===== config.mk =====
export PLATFORM = sky130hd
export DESIGN_NAME = ice40_rgb_seq
export DESIGN_NICKNAME = d
export VERILOG_FILES = /design/src/rtl/ice40_rgb_seq.sv
export SDC_FILE = /design/constraint.sdc
export NUM_CORES = 1
export LEC_CHECK = 0
export CAP_MARGIN = 5
export CELL_PAD_IN_SITES_DETAIL_PLACEMENT = 1
export CELL_PAD_IN_SITES_GLOBAL_PLACEMENT = 1
export CORE_MARGIN = 5
export CORE_UTILIZATION = 35
export CTS_CLUSTER_DIAMETER = 200
export DETAILED_ROUTE_END_ITERATION = 6
export PLACE_DENSITY_LB_ADDON = 0.15
export SYNTH_ARGS = -nofsm -noshare
export SYNTH_HDL_FRONTEND = slang
export SYNTH_SLANG_ARGS = --single-unit

===== constraint.sdc =====
create_clock -name clk -period 2.1 [get_ports clk]
set_input_delay 0.42 -clock clk [delete_from_list [all_inputs] [get_ports clk]]
set_output_delay 0.42 -clock clk [all_outputs]
set_load 0.05 [all_outputs]

===== src/rtl/ice40_rgb_seq.sv =====
// Wishbone master that reprograms the iCE40 RGB driver block with a fixed
// nine-write sequence per accepted request, aborting on a missing ack.
module ice40_rgb_seq #(
  parameter logic [7:0] LEDDCR0     = 8'hC8,
  parameter logic [7:0] LEDDBR      = 8'hE0,
  parameter int         ACK_TIMEOUT = 15
) (
  input  logic        clk,
  input  logic        rst,
  input  logic        req_valid,
  output logic        req_ready,
  input  logic [7:0]  req_r,
  input  logic [7:0]  req_g,
  input  logic [7:0]  req_b,
  input  logic [7:0]  req_on,
  input  logic [7:0]  req_off,
  output logic [4:0]  wb_addr,
  output logic [31:0] wb_wdata,
  output logic        wb_we,
  output logic        wb_cyc,
  input  logic        wb_ack,
  output logic        done,
  output logic        err
);

  typedef enum logic [1:0] {IDLE, WR, GAP} state_t;

  localparam logic [7:0] TMO_LIMIT = 8'(ACK_TIMEOUT);
  localparam logic [3:0] LAST_IDX  = 4'd8;

  state_t      state_q, state_d;
  logic [3:0]  idx_q, idx_d;
  logic [7:0]  tmo_q, tmo_d;
  logic [7:0]  r_q, r_d, g_q, g_d, b_q, b_d, on_q, on_d, off_q, off_d;
  logic [4:0]  addr_q, addr_d;
  logic [7:0]  data_q, data_d;
  logic        we_q, we_d, cyc_q, cyc_d;
  logic        done_q, done_d, err_q, err_d, ready_q, ready_d;

  // Index 0 clears LEDDEXE before reprogramming; index 8 sets it again.
  function automatic logic [12:0] seq_entry(input logic [3:0] idx,
                                            input logic [7:0] r, input logic [7:0] g,
                                            input logic [7:0] b, input logic [7:0] on,
                                            input logic [7:0] off);
    case (idx)
      4'd0:    return {5'h00, 8'h0C};
      4'd1:    return {5'h18, LEDDCR0};
      4'd2:    return {5'h19, LEDDBR};
      4'd3:    return {5'h1A, on};
      4'd4:    return {5'h1B, off};
      4'd5:    return {5'h11, r};
      4'd6:    return {5'h12, g};
      4'd7:    return {5'h13, b};
      default: return {5'h00, 8'h0E};
    endcase
  endfunction

  always_comb begin
    state_d = state_q;
    idx_d   = idx_q;
    tmo_d   = tmo_q;
    r_d     = r_q;
    g_d     = g_q;
    b_d     = b_q;
    on_d    = on_q;
    off_d   = off_q;
    addr_d  = addr_q;
    data_d  = data_q;
    we_d    = we_q;
    cyc_d   = cyc_q;
    done_d  = 1'b0;
    err_d   = 1'b0;
    ready_d = ready_q;
    case (state_q)
      IDLE: begin
        if (req_valid) begin
          r_d     = req_r;
          g_d     = req_g;
          b_d     = req_b;
          on_d    = req_on;
          off_d   = req_off;
          state_d = WR;
          idx_d   = 4'd0;
          tmo_d   = 8'd0;
          {addr_d, data_d} = seq_entry(4'd0, req_r, req_g, req_b, req_on, req_off);
          cyc_d   = 1'b1;
          we_d    = 1'b1;
          ready_d = 1'b0;
        end
      end
      WR: begin
        if (wb_ack) begin
          cyc_d = 1'b0;
          we_d  = 1'b0;
          if (idx_q == LAST_IDX) begin
            state_d = IDLE;
            done_d  = 1'b1;
            ready_d = 1'b1;
          end else begin
            state_d = GAP;
          end
        end else begin
          tmo_d = tmo_q + 8'd1;
          if (tmo_d == TMO_LIMIT) begin
            state_d = IDLE;
            err_d   = 1'b1;
            cyc_d   = 1'b0;
            we_d    = 1'b0;
            ready_d = 1'b1;
          end
        end
      end
      GAP: begin
        idx_d   = idx_q + 4'd1;
        tmo_d   = 8'd0;
        {addr_d, data_d} = seq_entry(idx_d, r_q, g_q, b_q, on_q, off_q);
        cyc_d   = 1'b1;
        we_d    = 1'b1;
        state_d = WR;
      end
      default: begin
        state_d = IDLE;
        cyc_d   = 1'b0;
        we_d    = 1'b0;
        ready_d = 1'b1;
      end
    endcase
  end

  always_ff @(posedge clk or posedge rst) begin
    if (rst) begin
      state_q <= IDLE;
      idx_q   <= 4'd0;
      tmo_q   <= 8'd0;
      r_q     <= 8'd0;
      g_q     <= 8'd0;
      b_q     <= 8'd0;
      on_q    <= 8'd0;
      off_q   <= 8'd0;
      addr_q  <= 5'd0;
      data_q  <= 8'd0;
      we_q    <= 1'b0;
      cyc_q   <= 1'b0;
      done_q  <= 1'b0;
      err_q   <= 1'b0;
      ready_q <= 1'b1;
    end else begin
      state_q <= state_d;
      idx_q   <= idx_d;
      tmo_q   <= tmo_d;
      r_q     <= r_d;
      g_q     <= g_d;
      b_q     <= b_d;
      on_q    <= on_d;
      off_q   <= off_d;
      addr_q  <= addr_d;
      data_q  <= data_d;
      we_q    <= we_d;
      cyc_q   <= cyc_d;
      done_q  <= done_d;
      err_q   <= err_d;
      ready_q <= ready_d;
    end
  end

  assign req_ready = ready_q;
  assign wb_addr   = addr_q;
  assign wb_wdata  = {24'h0, data_q};
  assign wb_we     = we_q;
  assign wb_cyc    = cyc_q;
  assign done      = done_q;
  assign err       = err_q;

endmodule


==> results of run 1 <==
-- per-stage QoR --
stage	setup TNS, ps	util
global route	-9.64	0.461
global placement	0	0.437
finish	0	0.461
detailed placement	0	0.437
floorplan	0	-
CTS	0	0.458
-- flip-flops by register name, summed over array words and instances (netlist names), 4 cells and up --
register / flops
idx_q: 4
tmo_q: 8
off_q: 8
r_q: 8
on_q: 8
wb_addr: 4
g_q: 8
data_q: 8
b_q: 8
-- timing repair --
| item | in CTS | in global routing |
|---|---|---|
| gates resized for setup | 0 | 6 |
| setup buffers | 0 | 0 |
| endpoints found under the setup margin | 0 | 7 |
-- placed cells by master, fill, tap and decap left out, types with 4 or more instances in the layout --
| cell | count |
|---|---|
| a21oi_1 | 7 |
| nand2b_1 | 4 |
| inv_1 | 4 |
| o211ai_1 | 5 |
| mux2_2 | 40 |
| a31oi_1 | 6 |
| clkdlybuf4s50_1 | 57 |
| buf_4 | 24 |
| nand4_1 | 9 |
| a22o_1 | 4 |
| dfrtp_1 | 68 |
| nor2b_1 | 4 |
| a22oi_1 | 7 |
| clkbuf_8 | 9 |
| nand3_1 | 9 |
| conb_1 | 25 |
| buf_12 | 4 |
| nand2_1 | 41 |
| o21ai_0 | 19 |
| ha_1 | 6 |
| nor2_1 | 17 |
-- synthesized netlist by cell type, drive strengths merged, types with 5 or more instances --
| master | instances | share of area |
|---|---|---|
| dfrtp | 68 | 0.46 |
| mux2 | 41 | 0.13 |
| nand2 | 41 | 0.041 |
| buf | 36 | 0.070 |
| o21ai | 20 | 0.027 |
| nor2 | 18 | 0.018 |
| clkbuf | 11 | 0.011 |
| nand3 | 9 | 0.012 |
| nand4 | 9 | 0.015 |
| a21oi | 8 | 0.011 |
| ha | 8 | 0.027 |
| a22oi | 7 | 0.014 |
| a31oi | 6 | 0.010 |
| inv | 5 | 0.0051 |
| o211ai | 5 | 0.010 |
-- power breakdown --
part           internal [uW]  switching, uW
Sequential              1870            388
Combinational           1380           1760
Clock                    674            545
Total                   3920           2690
-- how the worst max path moves through the flow --
stage,startpoint,end
after floorplan,wb_cyc,data_q[2]
after global placement,idx_q[0],data_q[6]
after detailed placement,idx_q[0],data_q[3]
after CTS,idx_q[0],data_q[3]
after global routing,idx_q[0],data_q[7]
final,data_q[1],wb_wdata[1]
-- per-layer routing --
metal	track usage	part of all wire	up-vias
met1	0.202	0.46	1459
met5	0	0	-
met3	0.0348	0.038	10
met2	0.272	0.49	69
met4	0.0441	0.010	0
li1	-	-	1370
-- cell families (layout without fill, tap and decap cells) --
group | after synthesis | count (layout) | synth area share
xor gates and xnor gates | 3 | 3 | 0.00708
DFF | 69 | 69 | 0.466
other | 1 | 25 | 0.00101
adders and majority gates | 8 | 8 | 0.0270
and+or+nand+nor | 103 | 103 | 0.138
buffers and inverters | 52 | 106 | 0.0867
AOI/OAI and AO/OA | 76 | 76 | 0.146
muxes | 42 | 42 | 0.128
-- area by class of cell --
class | instances | area [um^2]
Fill cell | 1153 | 5570
Clock buffer | 9 | 124
Inverter | 5 | 22.5
Timing Repair Buffer | 85 | 831
Clock inverter | 7 | 98.8
Sequential cell | 69 | 1730
Multi-Input combinational cell | 257 | 1780
Tap cell | 136 | 170
==> impl_metrics.py, run 1 <==
metrics = {
    "run_status": {
        "status": "complete, no violations",
    },
    "synthesis": {
        "ys_seq_area_frac": 0.466,
        "yosysWarnings": 0,
        "ys_types": 58,
        "synth.avg_cell_area_um2": 10.5,
        "ys_seq_elements": 69,
        "async_reset_ff_frac": 1.00,
        "synthFlopType": "dfrtp_1",
        "syn_inst": 354,
        "syn_area_um2": 3710,
        "synth_edf_count": 0,
    },
    "timing": {
        "tightest_slew_ps": 510,
        "fin_ws_ps": 101,
        "whs_ps": 465,
        "slew_headroom": 0.659,
        "fin_crit_sh": 0.952,
        "finalHoldViolations": 0,
        "clock.fmax_ghz": 0.500,
        "setup_viol": 0,
        "period_needed_ps": 2000,
        "slew_viol_final": 0,
        "worst_clock_skew_ps": 11.7,
    },
    "setup_path": {
        "path_class": "flip-flop to output port",
        "r2r_cells": 6,
        "worstSetupEndpointType": "output port",
        "crit_cells": 1,
        "cpPeakStageDelay_ps": 830,
        "start_kind": "flip-flop",
        "regToRegSetupSlack_ps": 140,
        "path_cells": "clkdlybuf4s50_1",
        "cp.buffers_inverters": 1,
        "reg2reg_from": "idx_q[0]",
        "worstPathArrival_ps": 1580,
        "cp_slowest_cell": "clkdlybuf4s50_1",
        "r2r-end": "data_q[7]",
        "path_delay_family": "buffers and inverters",
        "path_max_fanout": 3,
        "required_ps": 1680,
    },
    "cells_and_area": {
        "finish.instance_area_um2": 4760,
        "fin_nets": 479,
        "area_growth_pct": 28.3,
        "instances_no_fill": 568,
        "drive_above_1_share": 0.229,
        "n_antenna_cell": 0,
    },
    "floorplan": {
        "start_util": 0.359,
        "io_pins": 86,
        "die-area_um2": 12800,
        "num_rows": 37,
        "dieWidth_um": 113,
        "fp.dieH_um": 113,
        "core_area_um2": 10300,
    },
    "global_route": {
        "grt_usage": 0.158,
        "grt_pass1_wl_um": 16300,
        "grt_max_degree": 47,
        "first_global_vias": 3253,
        "antenna_found_initial": 0,
        "grt_overflow": 0,
    },
    "run": {
        "maxCapViolCount": 0,
    },
    "detailed_routing": {
        "via_per_inst": 5.12,
        "post_drt_wl_per_cell_um": 17.3,
        "drt_iter0_drc": 98,
        "routed_wl_um": 9830,
        "dr.pass1.iters": 4,
        "drtAntennaViolNets": 0,
        "vias": 2908,
        "drc": 0,
    },
    "placed_design": {
        "place_congestion": 0.787,
        "post_dp_cell_area_um2": 4510,
        "placed_cells": 552,
        "place_hpwl_um": 7190,
        "portBuffers": 60,
        "place_ws_ps": 56.1,
    },
    "pwr": {
        "total_power_uw": 6610,
        "p_leak_uw": 0.00201,
        "ir_drop_v": 0.000462,
        "p_per_area_nw_per_um2": 1390,
    },
    "clock_tree": {
        "clockBufferDepth": 2,
        "hold_buffers": 0,
        "clockRootBuffer": "clkbuf_8",
        "cts_tree": "built",
        "clock_sinks": 69,
        "clk_pin_slew_ps": 80,
        "cts_htree_levels": 3,
        "clkLatencyLatePin_ps": 350,
        "cts_buffers": 9,
    },
    "min_path": {
        "hp-class": "primary input to async pin",
    },
}
(Power assumes the default switching activity.)
==> inputs of run 2 (changes only) <==
--- a/config.mk
+++ b/config.mk
@@ -8,7 +8,7 @@
 export CAP_MARGIN = 5
 export CELL_PAD_IN_SITES_DETAIL_PLACEMENT = 1
 export CELL_PAD_IN_SITES_GLOBAL_PLACEMENT = 1
-export CORE_MARGIN = 5
+export CORE_MARGIN = 2
 export CORE_UTILIZATION = 35
 export CTS_CLUSTER_DIAMETER = 200
 export DETAILED_ROUTE_END_ITERATION = 6
==> run 2 against run 1 <==
Sequential power about the same. First-iteration DRC count decreased by 17%. Non-clock buffer count is 4 lower. Critical path depth is the same. Core utilization shrank 0.74 points. Final area fell by 1.6%. Largest cell class unchanged. Largest power group unchanged. Highest routed layer unchanged.
==> impl_metrics.py, run 2 (synthesis gave the netlist of run 1 again) <==
metrics = {
    "global_route": {
        "grt_usage": 0.180,
        "first_global_vias": 3112,
        "grt_max_degree": 70,
        "grt_pass1_wl_um": 15900,
        "grt_overflow": 0,
        "antenna_found_initial": 0,
    },
    "pwr": {
        "power_frac_clock": 0.170,
        "power_frac_seq": 0.350,
        "p_int_uw": 3770,
        "p_per_area_nw_per_um2": 1380,
        "p_sw_uw": 2690,
        "switching_share": 0.417,
        "ir_drop_v": 0.000435,
        "total_power_uw": 6460,
        "combPwrFrac": 0.480,
        "p_leak_uw": 0.00196,
    },
    "cells_and_area": {
        "mostFrequentLayoutCells": "dfrtp_1, clkdlybuf4s50_1, nand2_1",
        "area_growth_pct": 26.2,
        "finish.instance_area_um2": 4680,
        "drive_above_1_share": 0.231,
        "n_fill_cell": 1180,
        "final_core_util": 0.454,
        "fin_nets": 475,
        "n_antenna_cell": 0,
        "final_common_cell": "dfrtp_1",
    },
    "detailed_routing": {
        "drt_iter0_drc": 81,
        "drc": 0,
        "wl_met3_um": 358,
        "top_layer_used": "met4",
        "routed-wl-met2_um": 4760,
        "routed_wl_um": 9640,
        "drtAntennaViolNets": 0,
        "via_per_inst": 5.09,
        "dr.pass1.iters": 4,
        "vias": 2868,
        "m1WireLength_um": 4360,
        "post_drt_wl_per_cell_um": 17.1,
    },
    "timing": {
        "rsz0062_at_grt": "true",
        "tightest_slew_ps": 519,
        "period_needed_ps": 1990,
        "slew_headroom": 0.653,
        "finalHoldViolations": 0,
        "fin_ws_ps": 113,
        "setup_viol": 0,
        "slew_viol_final": 0,
        "worst_clock_skew_ps": 6.90,
        "clock.fmax_ghz": 0.503,
        "whs_ps": 484,
        "fin_crit_sh": 0.946,
    },
    "clock_tree": {
        "cts_buffers": 9,
        "cts_htree_levels": 3,
        "clk_pin_slew_ps": 80,
        "clockRootBuffer": "clkbuf_8",
        "clkLatencyLatePin_ps": 350,
        "clock_sinks": 69,
        "clockBufferDepth": 2,
        "cts_tree": "built",
        "hold_buffers": 0,
    },
    "floorplan": {
        "core_area_um2": 10300,
        "die-area_um2": 11400,
        "dieWidth_um": 107,
        "fp.dieH_um": 107,
        "num_rows": 37,
        "start_util": 0.359,
        "io_pins": 86,
    },
    "setup_path": {
        "cp_slowest_cell": "clkdlybuf4s50_1",
        "path_class": "flip-flop to output port",
        "path_delay_family": "buffers and inverters",
        "start_kind": "flip-flop",
        "cp.buffers_inverters": 1,
        "worstPathArrival_ps": 1570,
        "required_ps": 1680,
        "cpPeakStageDelay_ps": 830,
        "path_cells": "clkdlybuf4s50_1",
        "worstSetupEndpointType": "output port",
        "path_max_fanout": 3,
    },
    "run_status": {
        "status": "complete, no violations",
    },
    "placed_design": {
        "portBuffers": 60,
        "post_dp_cell_area_um2": 4450,
        "place_ws_ps": 68.7,
        "place_congestion": 0.764,
        "place_hpwl_um": 7040,
    },
    "run": {
        "maxCapViolCount": 0,
    },
    "min_path": {
        "hp-class": "flip-flop to flip-flop",
    },
}
## run 2: cell count changes in the layout (fill, tap and decap cells not counted), moves of 2 or more
cell / change
buf_12: -2
buf_4: -2
clkinvlp_4: +2
ha_2: +2
## run 2: power groups by stage
stage	registers [uW]	logic [uW]	clock network, uW
global placement	2270	2960	0
finish	2260	3100	1100
CTS	2270	3070	1140
global route	2340	3380	1190
floorplan	2430	1910	0
detailed placement	2300	3060	0
## run 2: metal layers
| layer | up-vias | global-route usage |
|---|---|---|
| met3 | 14 | 0.0371 |
| li1 | 1359 | - |
| met5 | - | 0 |
| met2 | 66 | 0.303 |
| met1 | 1429 | 0.230 |
| met4 | 0 | 0.0575 |
## run 2: path summary, 6_finish.rpt
kind	startpoint	endpoint	slack, ps	cells after the start
max	data_q[1]	wb_wdata[1]	110	1
min	wb_addr[1]	wb_addr[1]	480	2
max reg2reg	idx_q[0]	data_q[3]	120	8
max in group asynchronous	rst	req_ready	1280	3
min in group asynchronous	rst	b_q[6]	510	3
min reg2reg	wb_addr[1]	wb_addr[1]	480	2
## run 2: area by class of cell
type / instances / area, um^2 / area share
inverter: 5 / 22.5 / 0.00481
clock inverter: 7 / 75.1 / 0.0160
sequential: 69 / 1730 / 0.369
tap: 136 / 170 / 0.0363
timing repair buffer: 81 / 776 / 0.166
clock buffer: 9 / 124 / 0.0265
multi-input combinational: 257 / 1790 / 0.381
## run 2: repair_timing
action,in CTS,in global routing
hold endpoints to repair,0,0
buffers inserted,0,0
endpoints found under the setup margin,0,6
resized for setup,0,11
## run 2: stage by stage
step	TNS, ps	std cells
2_1_floorplan	0	378
3_3_place_gp	0	548
3_5_place_dp	0	548
4_1_cts	0	564
5_1_grt	-45.7	564
6_report	0	564
## run 2: worst reg2reg max path: cells and delay by family (launching register included)
| kind | cells | cell delay, ps |
|---|---|---|
| adders and majority gates | 1 | 260 |
| DFF | 1 | 430 |
| AOI/OAI and AO/OA | 2 | 320 |
| buffers and inverters | 3 | 530 |
| and+or+nand+nor | 2 | 310 |
==> inputs of run 3 (changes only) <==
--- a/config.mk
+++ b/config.mk
@@ -5,11 +5,11 @@
 export SDC_FILE = /design/constraint.sdc
 export NUM_CORES = 1
 export LEC_CHECK = 0
+export ABC_CLOCK_PERIOD_IN_PS = 2450
 export CAP_MARGIN = 5
 export CELL_PAD_IN_SITES_DETAIL_PLACEMENT = 1
 export CELL_PAD_IN_SITES_GLOBAL_PLACEMENT = 1
-export CORE_MARGIN = 2
-export CORE_UTILIZATION = 35
+export CORE_UTILIZATION = 42
 export CTS_CLUSTER_DIAMETER = 200
 export DETAILED_ROUTE_END_ITERATION = 6
 export PLACE_DENSITY_LB_ADDON = 0.15
==> constraint.sdc (replaced) <==
create_clock -name clk -period 2.45 [get_ports clk]
set_input_delay 0.49 -clock clk [delete_from_list [all_inputs] [get_ports clk]]
set_output_delay 0.49 -clock clk [all_outputs]
set_load 0.05 [all_outputs]
==> run 3 against run 2 <==
Power is 14% lower. Worst setup slack improved by 39 ps. Clock power shrank 5%. Hold slack lost 0.89 ps. Sequential power is 13% lower. Die area is 19% lower. Clock-buffer cell count rose by 1. First-iteration DRC count grew 47%. Critical path type is now flip-flop to flip-flop. Critical endpoint is now data_q[7].
==> impl_metrics.py, run 3 (synthesis gave the netlist of run 1 again) <==
metrics = {
    "placed_design": {
        "place_congestion": 0.837,
        "place_ws_ps": 148,
        "placed_cells": 512,
        "place_hpwl_um": 6570,
        "portBuffers": 60,
    },
    "global_route": {
        "antenna_found_initial": 0,
        "grt_overflow": 0,
        "first_global_vias": 2949,
        "grt_usage": 0.224,
        "grt_pass1_wl_um": 15300,
        "grt_max_degree": 70,
    },
    "clock_tree": {
        "clock_sinks": 69,
        "clkLatencyLatePin_ps": 360,
        "clockBufferDepth": 2,
        "cts_buffers": 9,
        "cts_htree_levels": 3,
        "cts_setup_buffers": 0,
        "cts_tree": "built",
        "clk_pin_slew_ps": 70,
        "hold_buffers": 0,
        "clockRootBuffer": "clkbuf_8",
    },
    "setup_path": {
        "reg2reg_from": "idx_q[1]",
        "worstSetupEndpointType": "flip-flop",
        "r2r_cells": 7,
        "required_ps": 2690,
        "worstPathArrival_ps": 2540,
        "r2r-end": "data_q[7]",
        "path_max_fanout": 11,
        "path_class": "flip-flop to flip-flop",
        "start_kind": "flip-flop",
        "regToRegSetupSlack_ps": 150,
    },
    "timing": {
        "setup_viol": 0,
        "tightest_slew_ps": 575,
        "fin_ws_ps": 153,
        "slew_viol_final": 0,
        "worst_clock_skew_ps": 9.40,
        "clock.fmax_ghz": 0.435,
        "fin_crit_sh": 0.938,
        "finalHoldViolations": 0,
        "final.setup.tns_ps": 0,
        "rsz0062_at_grt": "false",
        "slew_headroom": 0.615,
        "period_needed_ps": 2300,
    },
    "detailed_routing": {
        "vias": 2899,
        "dr.pass1.iters": 4,
        "post_drt_wl_per_cell_um": 17.5,
        "routed_wl_um": 9240,
        "via_per_inst": 5.49,
        "drtAntennaViolNets": 0,
        "drc": 0,
        "drt_iter0_drc": 119,
    },
    "min_path": {
        "hold_end": "wb_addr[1]",
        "hold_depth": 2,
        "hp-class": "flip-flop to flip-flop",
        "hold_start": "wb_addr[1]",
    },
    "floorplan": {
        "start_util": 0.443,
        "io_pins": 86,
        "fp.dieH_um": 96.0,
        "core_area_um2": 8380,
        "num_rows": 33,
        "die-area_um2": 9210,
        "dieWidth_um": 96.0,
    },
    "run": {
        "maxCapViolCount": 0,
    },
    "pwr": {
        "power_frac_clock": 0.189,
        "combPwrFrac": 0.455,
        "power_frac_seq": 0.356,
        "p_per_area_nw_per_um2": 1200,
        "ir_drop_v": 0.000453,
        "p_leak_uw": 0.00196,
        "p_sw_uw": 2250,
        "p_int_uw": 3290,
        "switching_share": 0.406,
    },
    "cells_and_area": {
        "multiInputGateArea_um2": 1770,
        "n_fill_cell": 925,
        "mostFrequentLayoutCells": "dfrtp_1, clkdlybuf4s50_1, nand2_1",
        "instances_no_fill": 528,
        "seq_area_um2": 1730,
        "n_antenna_cell": 0,
        "fin_nets": 470,
        "area_growth_pct": 24.4,
        "final_common_cell": "dfrtp_1",
        "drive_above_1_share": 0.201,
    },
    "run_status": {
        "status": "complete, no violations",
    },
}
==> run 3: critical path: stages, from the launching register on <==
cell     delay (ps)
dfrtp_1         570
inv_1           170
ha_1            310
a22oi_1         250
nand2_1         180
o21ai_0         260
nand4_1         130
a221o_1         310
==> run 3: timing repair <==
action / in CTS / in global routing
resized for setup: 0 / 2
setup endpoints to repair: 0 / 4
hold endpoints to repair: 0 / 0
==> run 3: how the worst max path moves through the flow <==
stage / startpoint / endpoint / slack, ps / cells past startpoint
finish: idx_q[1] / data_q[7] / 150 / 7
global route: idx_q[1] / data_q[6] / 50 / 8
CTS: idx_q[1] / data_q[7] / 140 / 7
detailed placement: idx_q[1] / data_q[7] / 150 / 7
global placement: idx_q[1] / wb_addr[4] / 300 / 6
floorplan: rst / b_q[0] / 220 / 1
==> run 3: metrics by stage <==
| step | total power (uW) | hold slack [ps] | util | instance area (um^2) |
|---|---|---|---|---|
| 2_1_floorplan | 3720 | 468 | - | 3800 |
| 3_3_place_gp | 4390 | 483 | 0.523 | 4380 |
| 3_5_place_dp | 4480 | 471 | 0.523 | 4380 |
| 4_1_cts | 5570 | 488 | 0.549 | 4610 |
| 5_1_grt | 5900 | 528 | 0.551 | 4610 |
| 6_report | 5540 | 483 | 0.551 | 4610 |
==> run 3: layout make-up <==
cell class / instances / share of cell area
multi-input cells: 257 / 0.383
flip-flops and latches: 69 / 0.374
repair buffers: 76 / 0.162
clock buffers: 10 / 0.0298
inverters: 5 / 0.00407
well taps: 105 / 0.0285
clock inverters: 6 / 0.0187
==> run 3: routing by layer <==
layer	global-route usage	routed length (um)
met5	0	0
met1	0.293	4200
met3	0.0395	275
met4	0.0945	192
met2	0.363	4580
==> run 3: power groups by stage <==
stage	clock [uW]	sequential, uW	combinational [uW]
2_1_floorplan	0	2080	1640
3_3_place_gp	0	1960	2430
3_5_place_dp	0	1990	2490
4_1_cts	1070	1970	2520
5_1_grt	1120	2040	2740
6_report	1050	1970	2520
